`config.mk`:
```
export PLATFORM = sky130hd
export DESIGN_NAME = id_operand_stage
export DESIGN_NICKNAME = d
export VERILOG_FILES = /design/src/rtl/id_operand_stage.sv
export SDC_FILE = /design/constraint.sdc
export NUM_CORES = 1
export LEC_CHECK = 0
export CAP_MARGIN = 30
export CORE_UTILIZATION = 24
export CTS_BUF_LIST = sky130_fd_sc_hd__clkbuf_2 sky130_fd_sc_hd__clkbuf_4 sky130_fd_sc_hd__clkbuf_8
export DETAILED_ROUTE_END_ITERATION = 8
export GPL_ROUTABILITY_DRIVEN = 0
export SETUP_SLACK_MARGIN = 0.05
export SLEW_MARGIN = 20
export SYNTH_ARGS = -nofsm -noshare
export SYNTH_HDL_FRONTEND = slang
export SYNTH_SLANG_ARGS = --single-unit
```
`constraint.sdc`:
```
create_clock -name clk -period 13.11 [get_ports clk]
set_clock_uncertainty 0.2 [all_clocks]
set_input_delay 2.622 -clock clk [delete_from_list [all_inputs] [get_ports clk]]
set_output_delay 2.622 -clock clk [all_outputs]
set_load 0.03 [all_outputs]
```
`src/rtl/id_operand_stage.sv`:
```
// rtl/id_operand_stage.sv - RV64I-subset decode and operand fetch stage with write-back bypass
//
// Purpose: decodes one instruction per handshake, drives the register-file read
// port numbers, selects operands (x0 / write-back bypass / rf data) and captures
// decoded fields into an output pipeline register. A load followed directly by a
// consumer of its destination costs exactly one bubble.
//
// Ports:
//   clk, reset                     clock, asynchronous active-high reset
//   in_valid, in_instr, in_ready   upstream instruction handshake
//   regRNum1, regRNum2             rf read port numbers (rs1, rs2 fields of in_instr)
//   rData1, rData2                 rf combinational read data
//   wb_we, wb_reg, wb_data         write-back port, also feeds the bypass
//   out_valid, out_ready           downstream handshake
//   out_op, out_funct, out_rd      decoded op class, {instr[30], funct3}, destination
//   out_rs1val, out_rs2val,out_imm operands and sign-extended immediate
module id_operand_stage #(
    parameter int XLEN   = 64,
    parameter int NREG_W = 5
) (
    input  logic              clk,
    input  logic              reset,
    input  logic              in_valid,
    input  logic [31:0]       in_instr,
    output logic              in_ready,
    output logic [NREG_W-1:0] regRNum1,
    output logic [NREG_W-1:0] regRNum2,
    input  logic [XLEN-1:0]   rData1,
    input  logic [XLEN-1:0]   rData2,
    input  logic              wb_we,
    input  logic [NREG_W-1:0] wb_reg,
    input  logic [XLEN-1:0]   wb_data,
    output logic              out_valid,
    input  logic              out_ready,
    output logic [2:0]        out_op,
    output logic [3:0]        out_funct,
    output logic [NREG_W-1:0] out_rd,
    output logic [XLEN-1:0]   out_rs1val,
    output logic [XLEN-1:0]   out_rs2val,
    output logic [XLEN-1:0]   out_imm
);

    typedef enum logic [2:0] {
        OpAluR    = 3'd0,
        OpAluI    = 3'd1,
        OpLoad    = 3'd2,
        OpStore   = 3'd3,
        OpBranch  = 3'd4,
        OpIllegal = 3'd7
    } op_e;

    op_e               decOp;
    logic [XLEN-1:0]   decImm;
    logic [NREG_W-1:0] decRd;
    logic              usesRs1;
    logic              usesRs2;
    logic [XLEN-1:0]   opnd1;
    logic [XLEN-1:0]   opnd2;
    logic              haz;
    logic              adv;

    // Read ports follow the instruction word unconditionally; rf data is combinational.
    assign regRNum1 = NREG_W'(in_instr[19:15]);
    assign regRNum2 = NREG_W'(in_instr[24:20]);

    always_comb begin
        decOp   = OpIllegal;
        decImm  = '0;
        decRd   = '0;
        usesRs1 = 1'b1;
        usesRs2 = 1'b0;
        unique case (in_instr[6:0])
            7'b0110011: begin
                decOp   = OpAluR;
                decRd   = NREG_W'(in_instr[11:7]);
                usesRs2 = 1'b1;
            end
            7'b0010011: begin
                decOp  = OpAluI;
                decRd  = NREG_W'(in_instr[11:7]);
                decImm = {{(XLEN-12){in_instr[31]}}, in_instr[31:20]};
            end
            7'b0000011: begin
                decOp  = OpLoad;
                decRd  = NREG_W'(in_instr[11:7]);
                decImm = {{(XLEN-12){in_instr[31]}}, in_instr[31:20]};
            end
            7'b0100011: begin
                decOp   = OpStore;
                usesRs2 = 1'b1;
                decImm  = {{(XLEN-12){in_instr[31]}}, in_instr[31:25], in_instr[11:7]};
            end
            7'b1100011: begin
                decOp   = OpBranch;
                usesRs2 = 1'b1;
                decImm  = {{(XLEN-13){in_instr[31]}}, in_instr[31], in_instr[7],
                           in_instr[30:25], in_instr[11:8], 1'b0};
            end
            default: begin
                // Illegal ops never stall, so they claim no sources for hazard purposes.
                usesRs1 = 1'b0;
            end
        endcase
    end

    // x0 reads as zero; a same-cycle write-back wins over the stale rf read data.
    function automatic logic [XLEN-1:0] selOperand(
        input logic [NREG_W-1:0] rs,
        input logic [XLEN-1:0]   rfData,
        input logic              we,
        input logic [NREG_W-1:0] wReg,
        input logic [XLEN-1:0]   wData
    );
        if (rs == '0)
            return '0;
        else if (we && (wReg == rs))
            return wData;
        else
            return rfData;
    endfunction

    assign opnd1 = selOperand(regRNum1, rData1, wb_we, wb_reg, wb_data);
    assign opnd2 = selOperand(regRNum2, rData2, wb_we, wb_reg, wb_data);

    // The load result only reaches write-back after the load leaves this stage, so a
    // dependent instruction right behind it must wait one cycle.
    assign haz = in_valid && out_valid && (out_op == OpLoad) && (out_rd != '0) &&
                 ((usesRs1 && (out_rd == regRNum1)) || (usesRs2 && (out_rd == regRNum2)));

    assign adv      = !out_valid || out_ready;
    assign in_ready = adv && !haz;

    always_ff @(posedge clk or posedge reset) begin
        if (reset) begin
            out_valid  <= 1'b0;
            out_op     <= '0;
            out_funct  <= '0;
            out_rd     <= '0;
            out_rs1val <= '0;
            out_rs2val <= '0;
            out_imm    <= '0;
        end else if (adv) begin
            out_valid  <= in_valid && !haz;
            out_op     <= decOp;
            out_funct  <= {in_instr[30], in_instr[14:12]};
            out_rd     <= decRd;
            out_rs1val <= opnd1;
            out_rs2val <= opnd2;
            out_imm    <= decImm;
        end
    end

endmodule

```
==> results.md, run 1 <==
* R2R Path End: out_rs1val[17]$_DFFE_PP0P_
* CP Capture Type: primary output
* Min setup slack post-route at 5.60 ns
* Critical Path AT at 4.69 ns
* Bufs on Longest Clock Path at 2
* Gate power share at 32.1%
* Total wire length at 35,300 µm
* Lkg Pwr at 5.20 nW
* Routed WL per cell at 20.3 µm
* Crit path max-delay family: buffers and inverters
* Flop-to-flop setup slack at 10.37 ns
* First-pass GRT wire length at 52,100 µm
* Vias per cell at 5.00
* Worst Path Buf+Inv at 2
* EDFF count, synth at 0
* Minimum clock period at 7.51 ns
* Final Max Tran Viols at 0
* Crit path required time at 10.29 ns
* Synth cell count leaders: nand2_1 (275), dfrtp_1 (154), nand4_1 (131), buf_4 (78), o211ai_1 (78)
* Root Driver: clkbuf_8
* Slew @ Worst Pin at 0.890 ns
* I/O Buffers at 449
* Final TNS setup at 0 ns
* PD cells at 106 nW/µm²
* CTS Buf Count at 17
* Grt ovf at 0
* H-tree depth reported by CTS at 4
* #FFs+latches synth at 154
* Leading area contributor after synthesis: dfrtp_1
* Unrepaired setup endpoints after global routing: false
* Cell with the most instances after synthesis: nand2_1
* Fraction of registers with async set/reset at 100%
* Seq pwr share at 38.8%
* Cell count after synthesis at 931
* Max transition margin at 40.7%
* CTS Hold Bufs at 0
* Post-DRT Antenna Nets at 0
* Dpl hpwl at 23,800 µm
* Critical path origin: in_instr[2]
* Critical Path End: in_ready
* # nets final at 1,502
* CP most frequent cell: clkdlybuf4s50_1
* Largest net degree at the start of global routing at 94
* Total GRT Usage at 18.9%
* Sw Share at 35.4%
* Num ports at 450
* Max cap viols at 0
* Die height at 191 µm
* Core area at 34,700 µm²
* Crit path depth at 5
* # DRC at 0
* P_sw at 0.502 mW
* TritonCTS clock tree: done
* Startpoint class of the critical path: primary input
* Clock share of power at 29.1%
* Vias at 8,680
* Post-cts repair resize count at 0
* Crit Path Max Fanout at 6
* Pint at 0.917 mW
* Synthesis-to-finish area growth at 56.6%
* Fin. Hold Viols at 0
* Hold crit path type: reg -> reg
* Post-synthesis sequential area ratio at 45.2%
* Setup WS pre-CTS at 5.61 ns
* Synth unique cells at 37
* Post-CTS Setup Bufs at 0
* Worst r2r path cells at 7
* Initial Util at 24.6%
* Finish-stage setup viols at 0
* Final worst-path cycle share at 57.3%
* Layout cells sized above 1 at 8.82%
* CTS clk-pin slew, worst paths at 0.09 ns
* Clk sinks at 154
* WS Path Type: in -> out
* FILL cells at 3,555
* Max Clock Freq at 133 MHz
* Yosys warning total at 0
* Status: completed
* Antenna violations before repair at 0
* Most used flip-flop cell after synthesis: dfrtp_1
* DRT iter0 DRCs at 450
* Worst hold margin at 0.276 ns
* Rows at 68
* Die area at 36,300 µm²
* Diode count at 0
* Clock latency on the worst-skew pair at 0.48 ns
* Slowest-stage cell, CP: clkdlybuf4s50_1
* Syn_nets at 1,165
* Crit path largest cell delay at 0.64 ns
* Die Wd at 191 µm
* Synth top area share at 45.2%
* CP Cell Sequence: clkdlybuf4s50_1 > nand4bb_1 > nor4_1 > a21oi_1 > clkdlybuf4s50_1
* Maximum VDD drop at 54.9 µV
* Top cells by area, synth: dfrtp_1 (45%), nand2_1 (12%), nand4_1 (9.6%), o211ai_2 (7.3%), buf_4 (6.9%)
* Reg-to-reg startpoint: out_valid$_DFFE_PP0P_
* Syn Std Cell Area at 8530 µm²
* Vias in the first global route at 8,644
* DRT Pass-1 Iters at 4
* Syn Area/Cell at 9.16 µm²
[flip-flops by register name, summed over array words and instances, names as in the netlist]
register and flops:
out_rs2val 64, out_valid 1, out_rd 5, out_imm 13, out_rs1val 64, out_funct 4
out_op 3
[layer usage]
layer	track usage, %	wire length, µm	up-vias
li1	-	-	3954
met3	5.01	2740	56
met5	0	0	-
met1	24.7	15200	4270
met2	29.5	16300	400
met4	7.42	986	0
[power groups by stage]
stage | Clock, mW | Combinational, mW | Sequential [mW]
5_1_grt | 0.449 | 0.482 | 0.557
3_3_place_gp | 0 | 0.452 | 0.558
3_5_place_dp | 0 | 0.454 | 0.559
2_1_floorplan | 0 | 0.133 | 0.653
4_1_cts | 0.431 | 0.456 | 0.551
6_report | 0.413 | 0.456 | 0.551
[cell usage in the layout (no fill, tap or decap), drive strengths merged, types with 11 or more instances in the layout]
master	synthesis	layout
nand4	131	131
xnor2	12	12
a22o	11	11
nand2	275	275
dfrtp	154	154
clkbuf	42	18
o211ai	128	128
nor2	16	16
clkdlybuf4s50	0	449
buf	108	19
[worst min path at each step]
stage | start | to | slack [ns] | depth (start not counted)
2_1_floorplan | out_funct[0]$_DFFE_PP0P_ | out_funct[0]$_DFFE_PP0P_ | 0.44 | 2
3_3_place_gp | out_funct[3]$_DFFE_PP0P_ | out_funct[3]$_DFFE_PP0P_ | 0.26 | 2
3_5_place_dp | out_funct[2]$_DFFE_PP0P_ | out_funct[2]$_DFFE_PP0P_ | 0.26 | 2
4_1_cts | out_funct[2]$_DFFE_PP0P_ | out_funct[2]$_DFFE_PP0P_ | 0.28 | 2
5_1_grt | out_funct[0]$_DFFE_PP0P_ | out_funct[0]$_DFFE_PP0P_ | 0.30 | 2
6_report | out_funct[2]$_DFFE_PP0P_ | out_funct[2]$_DFFE_PP0P_ | 0.28 | 2
[metrics by stage]
step,utilization [%],std cells,total power [mW],area [µm²]
after floorplan,-,931,0.786,8530
after global placement,36.8,1699,1.01,12800
after detailed placement,37.0,1701,1.01,12800
after CTS,38.2,1733,1.44,13300
after global routing,38.5,1736,1.49,13400
final,38.5,1736,1.42,13400
[kinds of logic after synthesis]
| kind of cell | synth area share, % |
|---|---|
| compound gates | 16.9 |
| xor+xnor | 2.16 |
| buf+inv | 11.5 |
| flops | 45.2 |
| simple gates | 24.3 |
[worst reg2reg max path, cell delays in order (launching register included)]
cell and delay, ns:
dfrtp_1 0.42, and2b_4 0.17, buf_4 0.35, a21oi_4 0.49
buf_4 0.32, buf_16 0.31, nand4_1 0.28, o211ai_1 0.13
[layout make-up]
type / instances / area (µm²) / share of cell area [%]
clock buffers: 18 / 248 / 1.86
repair buffers: 468 / 4740 / 35.5
multi-input cells: 624 / 3740 / 28.0
inverters: 3 / 16.3 / 0.122
well taps: 455 / 569 / 4.26
flip-flops and latches: 154 / 3850 / 28.9
clock inverters: 14 / 185 / 1.39
Power figures use the tool's default switching activity.
==> run 2: changes to the inputs <==
==> constraint.sdc (replaced) <==
create_clock -name clk -period 6.5 [get_ports clk]
set_clock_uncertainty 0.2 [all_clocks]
set_input_delay 1.3 -clock clk [delete_from_list [all_inputs] [get_ports clk]]
set_output_delay 1.3 -clock clk [all_outputs]
set_load 0.03 [all_outputs]
==> results.md, run 2 (synthesis gave the netlist of run 1 again) <==
* Status: completed
* Multi-input logic area at 3740 µm²
* Worst r2r path cells at 6
* Bufs on Longest Clock Path at 2
* Largest regs: out_rs1val: 64 flops, out_rs2val: 64 flops, out_imm: 13 flops
* Vias at 8,563
* Unrepaired setup endpoints after global routing: false
* CP most frequent cell: clkdlybuf4s50_1
* Crit path max-delay family: buffers and inverters
* Critical Path AT at 3.31 ns
* Crit path required time at 5.00 ns
* First-pass GRT wire length at 51,800 µm
* PD cells at 215 nW/µm²
* TritonCTS clock tree: done
* Gr busiest metal: met2
* Crit path depth at 5
* Post-DRT Antenna Nets at 0
* Root Driver: clkbuf_8
* WS Path Type: in -> out
* Crit Path Max Fanout at 6
* CTS Hold Bufs at 0
* Max Clock Freq at 208 MHz
* Lkg Pwr at 5.18 nW
* Max cap viols at 0
* Worst hold path endpoint: out_funct[1]$_DFFE_PP0P_
* FILL cells at 3,525
* Crit path largest cell delay at 0.61 ns
* Vias per cell at 4.94
* Fin. Hold Viols at 0
* Rows at 68
* Clock latency on the worst-skew pair at 0.49 ns
* Flop-to-flop setup slack at 3.84 ns
* Post-CTS Setup Bufs at 0
* CP Capture Type: primary output
* WHS Path Cells at 2
* Worst Path Buf+Inv at 2
* # nets final at 1,499
* Die area at 36,300 µm²
* CTS clk-pin slew, worst paths at 0.09 ns
* Num ports at 450
* Grt ovf at 0
* Die Wd at 191 µm
* Cell Count, Final, Fillers Out at 1,733
* Diode count at 0
* Layout cells sized above 1 at 8.61%
* Dpl hpwl at 23,600 µm
* Slew @ Worst Pin at 0.911 ns
* Minimum clock period at 4.81 ns
* Met3 usage at 5.78%
* FF+latch area at 3850 µm²
* Maximum VDD drop at 118 µV
* M1 GR Usage at 24.1%
* Finish-stage setup viols at 0
* Final TNS setup at 0 ns
* Vias in the first global route at 8,634
* H-tree depth reported by CTS at 4
* I/O Buffers at 449
* Slowest-stage cell, CP: clkdlybuf4s50_1
* Antenna violations before repair at 0
* Max transition margin at 39.3%
* Final worst-path cycle share at 74.0%
* DRT iter0 DRCs at 567
* Initial Util at 24.6%
* Total GRT Usage at 18.7%
* Core area at 34,700 µm²
* Post-cts repair resize count at 0
* Hold crit path type: reg -> reg
* Total wire length at 34,600 µm
* Reg-to-reg startpoint: out_valid$_DFFE_PP0P_
* Met2 Use GR at 29.5%
* Clk sinks at 154
* Min-Delay Startpoint: out_funct[1]$_DFFE_PP0P_
* # DRC at 0
* Largest net degree at the start of global routing at 91
* Most frequent cells in the layout: clkdlybuf4s50_1 (449), nand2_1 (275), dfrtp_1 (153)
* Synthesis-to-finish area growth at 56.0%
* Die height at 191 µm
* DRT Pass-1 Iters at 5
* CTS Buf Count at 17
* Routed WL per cell at 20.0 µm
* Commonest non-fill, non-tap cell in the layout: clkdlybuf4s50_1
* Dpl cells at 1,700
* Final Max Tran Viols at 0
* R2R Path End: out_rs2val[3]$_DFFE_PP0P_
* CP Cell Sequence: clkdlybuf4s50_1 > nand4bb_1 > nor4_1 > a21oi_1 > clkdlybuf4s50_1
* Startpoint class of the critical path: primary input
==> run 2: how the worst max path moves through the flow <==
stage / from / endpoint / slack, ns
floorplan: reset / out_funct[0]$_DFFE_PP0P_ / 0.85
global placement: in_instr[2] / in_ready / 1.71
detailed placement: in_instr[2] / in_ready / 1.70
CTS: in_instr[2] / in_ready / 1.68
global route: in_instr[2] / in_ready / 1.52
finish: in_instr[2] / in_ready / 1.69
==> run 2: worst reg2reg max path, delay by kind of cell, from the launching register on <==
family          cells  cell delay [ns]
compound gates      2             0.40
buf+inv             2             1.01
flops               1             0.43
simple gates        2             0.55
==> run 2: per-stage QoR <==
| stage | utilization (%) | setup slack (ns) | hold WS, ns | area (µm²) | power, mW |
|---|---|---|---|---|---|
| after detailed placement | 37.0 | 1.70 | 0.256 | 12800 | 2.04 |
| after floorplan | - | 0.850 | 0.442 | 8530 | 1.59 |
| after global placement | 36.9 | 1.71 | 0.252 | 12800 | 2.03 |
| final | 38.3 | 1.69 | 0.277 | 13300 | 2.86 |
| after CTS | 38.3 | 1.68 | 0.277 | 13300 | 2.90 |
| after global routing | 38.3 | 1.52 | 0.303 | 13300 | 2.99 |
==> run 2: report_power, final <==
part,switching (mW),total [mW],internal (mW)
sequential,0.0573,1.11,1.05
combinational,0.520,0.913,0.394
clock,0.437,0.837,0.400
total,1.01,2.86,1.85
==> run 2: cell type report <==
class / instances / share of cell area, %
clock inverter: 14 / 1.37
tap: 455 / 4.28
clock buffer: 18 / 1.86
multi-input combinational: 624 / 28.1
inverter: 3 / 0.122
timing repair buffer: 465 / 35.3
sequential: 154 / 29.0
==> run 2: per-layer routing <==
layer,vias to the layer above,wire length (µm)
li1,3942,-
met1,4219,15000
met2,357,16200
met3,45,2630
met4,0,817
met5,-,0
